==> config.mk <==
export PLATFORM = sky130hd
export DESIGN_NAME = shift_seq_unit
export DESIGN_NICKNAME = d
export VERILOG_FILES = /design/src/rtl/shift_seq_unit.sv
export SDC_FILE = /design/constraint.sdc
export NUM_CORES = 1
export LEC_CHECK = 0
export ABC_AREA = 1
export BUFFER_PORTS_ARGS = -buffer_cell sky130_fd_sc_hd__buf_2
export CORE_UTILIZATION = 45
export CTS_CLUSTER_DIAMETER = 60
export DETAILED_ROUTE_END_ITERATION = 16
export PLACE_DENSITY = 0.7
export SYNTH_ARGS = -nofsm -noshare
export SYNTH_HDL_FRONTEND = slang
export SYNTH_SLANG_ARGS = --single-unit
export TNS_END_PERCENT = 30
==> constraint.sdc <==
create_clock -name clk -period 1.4 [get_ports clk]
set_input_delay 0.28 -clock clk [delete_from_list [all_inputs] [get_ports clk]]
set_output_delay 0.28 -clock clk [all_outputs]
set_load 0.01 [all_outputs]
==> src/rtl/shift_seq_unit.sv <==
// Iterative shift/rotate unit: accepts one operand, moves it one bit per clock,
// and holds result/C/Z on a valid/ready response port until the consumer takes it.
module shift_seq_unit #(
    parameter int          WIDTH  = 8,
    parameter int          CNT_W  = $clog2(WIDTH),
    parameter logic [3:0]  SHL_FN = 4'h0,
    parameter logic [3:0]  SHR_FN = 4'h1,
    parameter logic [3:0]  ROL_FN = 4'h2,
    parameter logic [3:0]  ROR_FN = 4'h3
) (
    input  logic             clk,
    input  logic             rst_n,
    input  logic             in_valid,
    output logic             in_ready,
    input  logic [WIDTH-1:0] in_data,
    input  logic [3:0]       in_opcode,
    input  logic [CNT_W-1:0] in_count,
    output logic             out_valid,
    input  logic             out_ready,
    output logic [WIDTH-1:0] out_data,
    output logic             out_c,
    output logic             out_z
);

    typedef enum logic [1:0] {
        ST_IDLE  = 2'd0,
        ST_SHIFT = 2'd1,
        ST_DONE  = 2'd2
    } state_t;

    state_t             state_q, state_d;
    logic [WIDTH-1:0]   work_q, work_d;
    logic [CNT_W-1:0]   rem_q, rem_d;
    logic               c_q, c_d;
    logic [3:0]         op_q, op_d;

    always_ff @(posedge clk or negedge rst_n) begin
        if (!rst_n) begin
            state_q <= ST_IDLE;
            work_q  <= '0;
            rem_q   <= '0;
            c_q     <= 1'b0;
            op_q    <= 4'h0;
        end else begin
            state_q <= state_d;
            work_q  <= work_d;
            rem_q   <= rem_d;
            c_q     <= c_d;
            op_q    <= op_d;
        end
    end

    always_comb begin
        state_d = state_q;
        work_d  = work_q;
        rem_d   = rem_q;
        c_d     = c_q;
        op_d    = op_q;
        case (state_q)
            ST_IDLE: begin
                if (in_valid) begin
                    work_d  = in_data;
                    op_d    = in_opcode;
                    rem_d   = in_count;
                    c_d     = 1'b0;
                    state_d = (in_count != '0) ? ST_SHIFT : ST_DONE;
                end
            end
            ST_SHIFT: begin
                // Unknown opcodes still burn the cycles but leave the operand and C alone.
                case (op_q)
                    SHL_FN: begin
                        c_d    = work_q[WIDTH-1];
                        work_d = {work_q[WIDTH-2:0], 1'b0};
                    end
                    SHR_FN: begin
                        c_d    = work_q[0];
                        work_d = {1'b0, work_q[WIDTH-1:1]};
                    end
                    ROL_FN:  work_d = {work_q[WIDTH-2:0], work_q[WIDTH-1]};
                    ROR_FN:  work_d = {work_q[0], work_q[WIDTH-1:1]};
                    default: work_d = work_q;
                endcase
                rem_d = rem_q - CNT_W'(1);
                if (rem_q == CNT_W'(1)) begin
                    state_d = ST_DONE;
                end
            end
            ST_DONE: begin
                if (out_ready) begin
                    state_d = ST_IDLE;
                end
            end
            default: state_d = ST_IDLE;
        endcase
    end

    // All outputs decode directly from flops, so no in_* signal reaches an out_* combinationally.
    assign in_ready  = (state_q == ST_IDLE);
    assign out_valid = (state_q == ST_DONE);
    assign out_data  = work_q;
    assign out_c     = c_q;
    assign out_z     = (work_q == '0);

endmodule

# Word level (Yosys, flattened, before mapping)
# Cells that the tools add are included.
[classes] n_eq_ne=11 addsub=1 muxes=13 n_reduce_logical=10
[ops] op="$pmux 8 s4" count=1
[ops] op="$pmux 8 s2" count=1
[ops] op="$reduce_and 3->1" count=3
[ops] op="$eq 4x2->1 const B" count=2
[ops] op="$logic_not 8->1" count=1
[ops] op="$mux 2" count=4
[ops] op="$mux 8" count=1
[ops] op="$pmux 2 s3" count=1
[ops] op="$pmux 3 s2" count=1
[ops] op="$ne 5x1->1 const B" count=1
[ops] op="$eq 4x1->1 const B" count=1
[ops] op="$logic_not 4->1" count=1
[ops] op="$ne 2x2->1 const B" count=2
[ops] op="$pmux 1 s2" count=2
[ops] op="$reduce_and 2->1" count=2
[ops] op="$eq 3x1->1 const B" count=1
[ops] op="$mux 3" count=1
[ops] op="$ne 3x1->1 const B" count=1
[ops] op="$reduce_bool 3->1" count=1
[ops] op="$sub 3x1->3 const B" count=1
[ops] op="$eq 2x1->1 const B" count=1
[ops] op="$eq 2x2->1 const B" count=1
[ops] op="$logic_not 2->1" count=1
[ops] op="$ne 2x1->1 const B" count=1
[ops] op="2 further kinds" count=2
[word_totals] register_bits=18 out_inout_bits=12 word_cells=40 input_bits=19

# Depth between registers and ports, before layout
[logic_depth] word_depth=4 ltp_mapped=8 depth_no_buf=7

# Worst setup path before layout
# OpenSTA, ideal clock, no wires.
[synth_path] kind="register to register" from="register state_q[1]" to="register work_q[1] (netlist: out_data[1])" required_ns=1.276 period_less_slack_ns=1.226 slack_ns=0.174 path_stages_with_launch=6 arrival_time_ns=1.102 n_path_buf=1 setup_time_ns=0.124 path_cell_list="dfrtp_1 -> nor2_2 -> nand2_2 -> buf_6 -> a21oi_1 -> a21oi_1"
[synth_between] elab_chain_cells=3 word_cells_on_any_way=7 cone_classes="eq/ne (3); mux (1); reduce/logical (3)"
[synth_rtl] item="start: declaration" line_no="31" text="state_t state_q, state_d;"
[synth_rtl] item="start signal: assignment" line_no="45" text="state_q <= state_d;"
[synth_rtl] item="$logic_not 2->1 (*)"
[synth_rtl] item="via in_ready" line_no="14" text="output logic in_ready,"
[synth_rtl] item="$ne 2x2->1 (no source line) / $reduce_bool 2->1 (equally long branches)"
[synth_rtl] item="$reduce_and 3->1 (no source line)"
[synth_rtl] item="end signal: assignment" line_no="46" text="work_q <= work_d;"
[synth_rtl] item="end: declaration" line_no="32" text="logic [WIDTH-1:0] work_q, work_d;"
# The timed path passes the listed nets; every way through them passes the cells marked *.
# A chain may end at the register's enable or synchronous reset.

# Worst setup path in the final report
[layout_path] from="register work_q[2] (netlist: out_data[2])" to="output port out_z"
[layout_between] elab_chain_cells=1
[layout_rtl] item="$logic_not 8->1" line_no="103" text="assign out_z = (work_q == '0);"
[layout_rtl] item="end: declaration" line_no="22" text="output logic out_z"
# Every way passes these cells.

==> results.py <==
metrics = {
    "timing": {
        "rsz0062_at_grt": "yes",
        "tightest_slew_ns": 0.4202,
        "maxSlewViolCount": 0,
        "layout_setup_ws_ns": -0.009087,
        "hold_viol": 0,
        "fin_crit_sh_pct": 100.6,
        "finalClockSkew_ns": 0.007711,
        "period_minus_slack_ns": 1.409,
        "slew_headroom_pct": 71.98,
        "tns_ns": -0.009087,
        "setup_viol": 1,
        "max_freq_mhz": 709.7,
    },
    "route": {
        "drt_iter0_drc": 35,
        "first_pass_iters": 4,
        "drc": 0,
        "wl_per_cell_um": 11.22,
        "num_vias": 1200,
        "via_per_inst": 5.085,
        "wl_mm": 2.647,
        "antenna_left": 0,
    },
    "setup_path": {
        "worstPathArrival_ns": 1.13,
        "worstRegToRegCells": 5,
        "timing.rr.start": "state_q[1]",
        "crit_path_cell_trace": "inv_2 -> nand4_1 -> nor2_1 -> buf_2",
        "path_class": "reg2out",
        "worstSetupEndpointType": "output pin",
        "critPathBufInv": 2,
        "cp-start-kind": "flip-flop",
        "worstPathMaxFanout": 3,
        "slowest_stage": "dfrtp_1",
        "max_stage_delay_ns": 0.42,
        "critPathTopFamily": "flip-flops",
        "cp.required_ns": 1.12,
        "crit_start": "out_data[2]",
        "reg2reg_slack_ns": 0.08,
        "rr_endpoint": "out_data[4]",
    },
    "power": {
        "power_mw": 3.418,
        "comb_power_share_pct": 61.8,
        "switching_power_mw": 1.593,
        "swShare_pct": 46.59,
        "leakagePower_nw": 0.8011,
        "clkPwrFrac_pct": 9.3,
        "peakVddDrop_mv": 1.544,
        "p_per_area_nw_per_um2": 2353,
        "seq_power_share_pct": 28.9,
        "internal_power_mw": 1.826,
    },
    "yosys": {
        "synth_edf_count": 0,
        "ys.flop_type": "dfrtp_1",
        "ys_warn_count": 0,
        "netlist_instances": 165,
        "async_reset_ff_share_pct": 100.0,
        "ys_types": 22,
        "yosysSeqAreaShare_pct": 39.34,
        "yosysTopAreaCell": "dfrtp_1",
        "synth.ff_latch_count": 18,
        "synth_most_common_cell": "nand2_1",
        "synth_top_area_share_pct": 39.34,
        "synth_area_um2": 1145,
        "synthesis.nets": 186,
        "ys_top_cells_by_count": "nand2_1 (40), inv_1 (26), nand3_1 (19), nor2_1 (19), dfrtp_1 (18)",
        "synth_area_per_cell_um2": 6.938,
        "synth_area_leaders": "dfrtp_1 (39%), nand2_1 (13%), inv_1 (8.5%)",
    },
    "die": {
        "die_area_um2": 2750,
        "coreArea_um2": 2297,
        "initial_core_util_pct": 49.84,
        "num_io_pins": 31,
        "fp-row-count": 17,
        "die_y_um": 52.44,
        "die_x_um": 52.44,
    },
    "run": {
        "max_cap_viol_count": 0,
    },
    "placement": {
        "port_buffers": 30,
        "pre_cts_ws_ns": 0.09100,
        "gp_congestion": 0.7775,
        "hpwl_mm": 1.882,
        "placed_cells": 222,
    },
    "outcome": {
        "status": "finished with violations",
        "violations": "setup timing",
    },
    "grt": {
        "grt_max_degree": 22,
        "grt_pass1_vias": 1103,
        "antenna_found_initial": 0,
        "grt.total_usage_pct": 22.51,
        "grt_pass1_wl_mm": 4.554,
        "gr-total-overflow": 0,
    },
    "min_path": {
        "whs_path_depth": 3,
        "holdPathEnd": "op_q[1]",
        "hp-start": "in_opcode[1]",
        "hp-class": "in2reg",
    },
    "finish": {
        "syn2layout_area_growth_pct": 26.88,
        "seq_area_um2": 452.9,
        "fin_cells": 236,
        "drive_above_1_share_pct": 30.77,
        "fin_util_pct": 63.24,
        "nets": 230,
        "multi_input_area_um2": 558.0,
        "antenna_cells": 0,
        "fill_cells": 221,
    },
    "clocking": {
        "cts_root_buf": "clkbuf_4",
        "numCtsBuffers": 3,
        "clock_latency_ns": 0.29,
        "path_clk_slew_ns": 0.11,
        "cts.sinks": 18,
        "cts_max_level": 1,
        "cts_tree": "done",
        "clock_path_buffers": 2,
    },
}
==> logic make-up (layout without fill, tap and decap cells) <==
group / count (synthesis) / in the layout / synth area share (%)
flip-flops: 18 / 18 / 39.34
buffers and inverters: 33 / 76 / 12.79
AO/OA/AOI/OAI: 26 / 26 / 13.01
AND/OR/NAND/NOR: 85 / 85 / 31.91
XOR/XNOR: 1 / 1 / 0.7652
adder cells (fa/ha/maj): 2 / 2 / 2.185
==> worst reg2reg max path: stages, from the launching register on <==
cell	delay, ns
dfrtp_2	0.47
nor2_4	0.13
nand2_1	0.17
buf_4	0.22
a21oi_1	0.16
a21oi_1	0.09
==> power groups by stage <==
stage	combinational [mW]	sequential, mW	clock (mW)
finish	2.11	0.987	0.319
global route	2.41	1.02	0.351
CTS	2.03	0.977	0.337
detailed placement	1.83	1.01	0
global placement	1.79	0.997	0
floorplan	1.32	1.03	0
==> registers in the layout, summed over array words and instances, names as in the netlist <==
register / flops
rem_q: 3
out_c: 1
out_data: 8
state_q: 2
op_q: 4
==> how the worst max path moves through the flow <==
stage	slack, ns	cells after the start	endpoint
after CTS	-0.003	3	in_ready
after floorplan	0.17	5	out_data[1]
after global placement	0.13	7	rem_q[0]
after global routing	-0.08	4	out_z
final	-0.009	4	out_z
after detailed placement	0.09	6	out_c
==> metrics by stage <==
step                instance area (um2)  hold WS (ns)
floorplan                          1145      -0.01559
global placement                   1323        0.2364
detailed placement                 1323        0.2346
CTS                                1428        0.1693
global route                       1453        0.1975
finish                             1453        0.1797
==> final cells by class <==
class | count | area share [%]
repair buffers | 45 | 18.52
flip-flops and latches | 18 | 31.18
multi-input cells | 114 | 38.42
clock buffers | 4 | 2.498
well taps | 28 | 2.412
inverters | 27 | 6.977
==> repair_timing <==
item                       4_1_cts  5_1_grt
setup endpoints to repair        2        7
gates resized for setup          5        5
hold endpoints to repair        18        0
hold buffers                     1        0
buffers inserted                 7        2
pin swaps                        1        1
==> placed cells by master, fill, tap and decap left out <==
| cell | netlist | routed |
|---|---|---|
| buf_4 | 1 | 13 |
| nand2_1 | 40 | 40 |
| o211ai_1 | 2 | 2 |
| clkbuf_4 | 0 | 3 |
| dfrtp_2 | 0 | 2 |
| nand3_1 | 19 | 19 |
| buf_2 | 3 | 30 |
| xnor2_1 | 1 | 1 |
| buf_6 | 2 | 1 |
| dlygate4sd3_1 | 0 | 1 |
| o21ai_0 | 5 | 5 |
| clkbuf_8 | 0 | 1 |
| inv_2 | 1 | 6 |
| a21oi_1 | 14 | 14 |
| dfrtp_1 | 18 | 16 |
| nor2_1 | 19 | 19 |
| a21boi_1 | 1 | 1 |
| nor2_4 | 1 | 2 |
| o21ai_2 | 1 | 1 |
| nand4_1 | 2 | 2 |
| a21oi_2 | 2 | 2 |
| ha_1 | 2 | 2 |
| o21ai_1 | 1 | 1 |
| nand2_4 | 0 | 1 |
| nand2_2 | 3 | 2 |
| inv_1 | 26 | 21 |
==> routing by layer <==
layer | share of wire, % | vias up | global-route usage (%)
met1 | 46 | 554 | 28.94
met4 | 0.98 | 0 | 7.018
met3 | 5.2 | 2 | 3.478
met5 | 0 | - | 0
met2 | 47 | 37 | 38.40
li1 | - | 607 | -
Power figures use the tool's default switching activity.
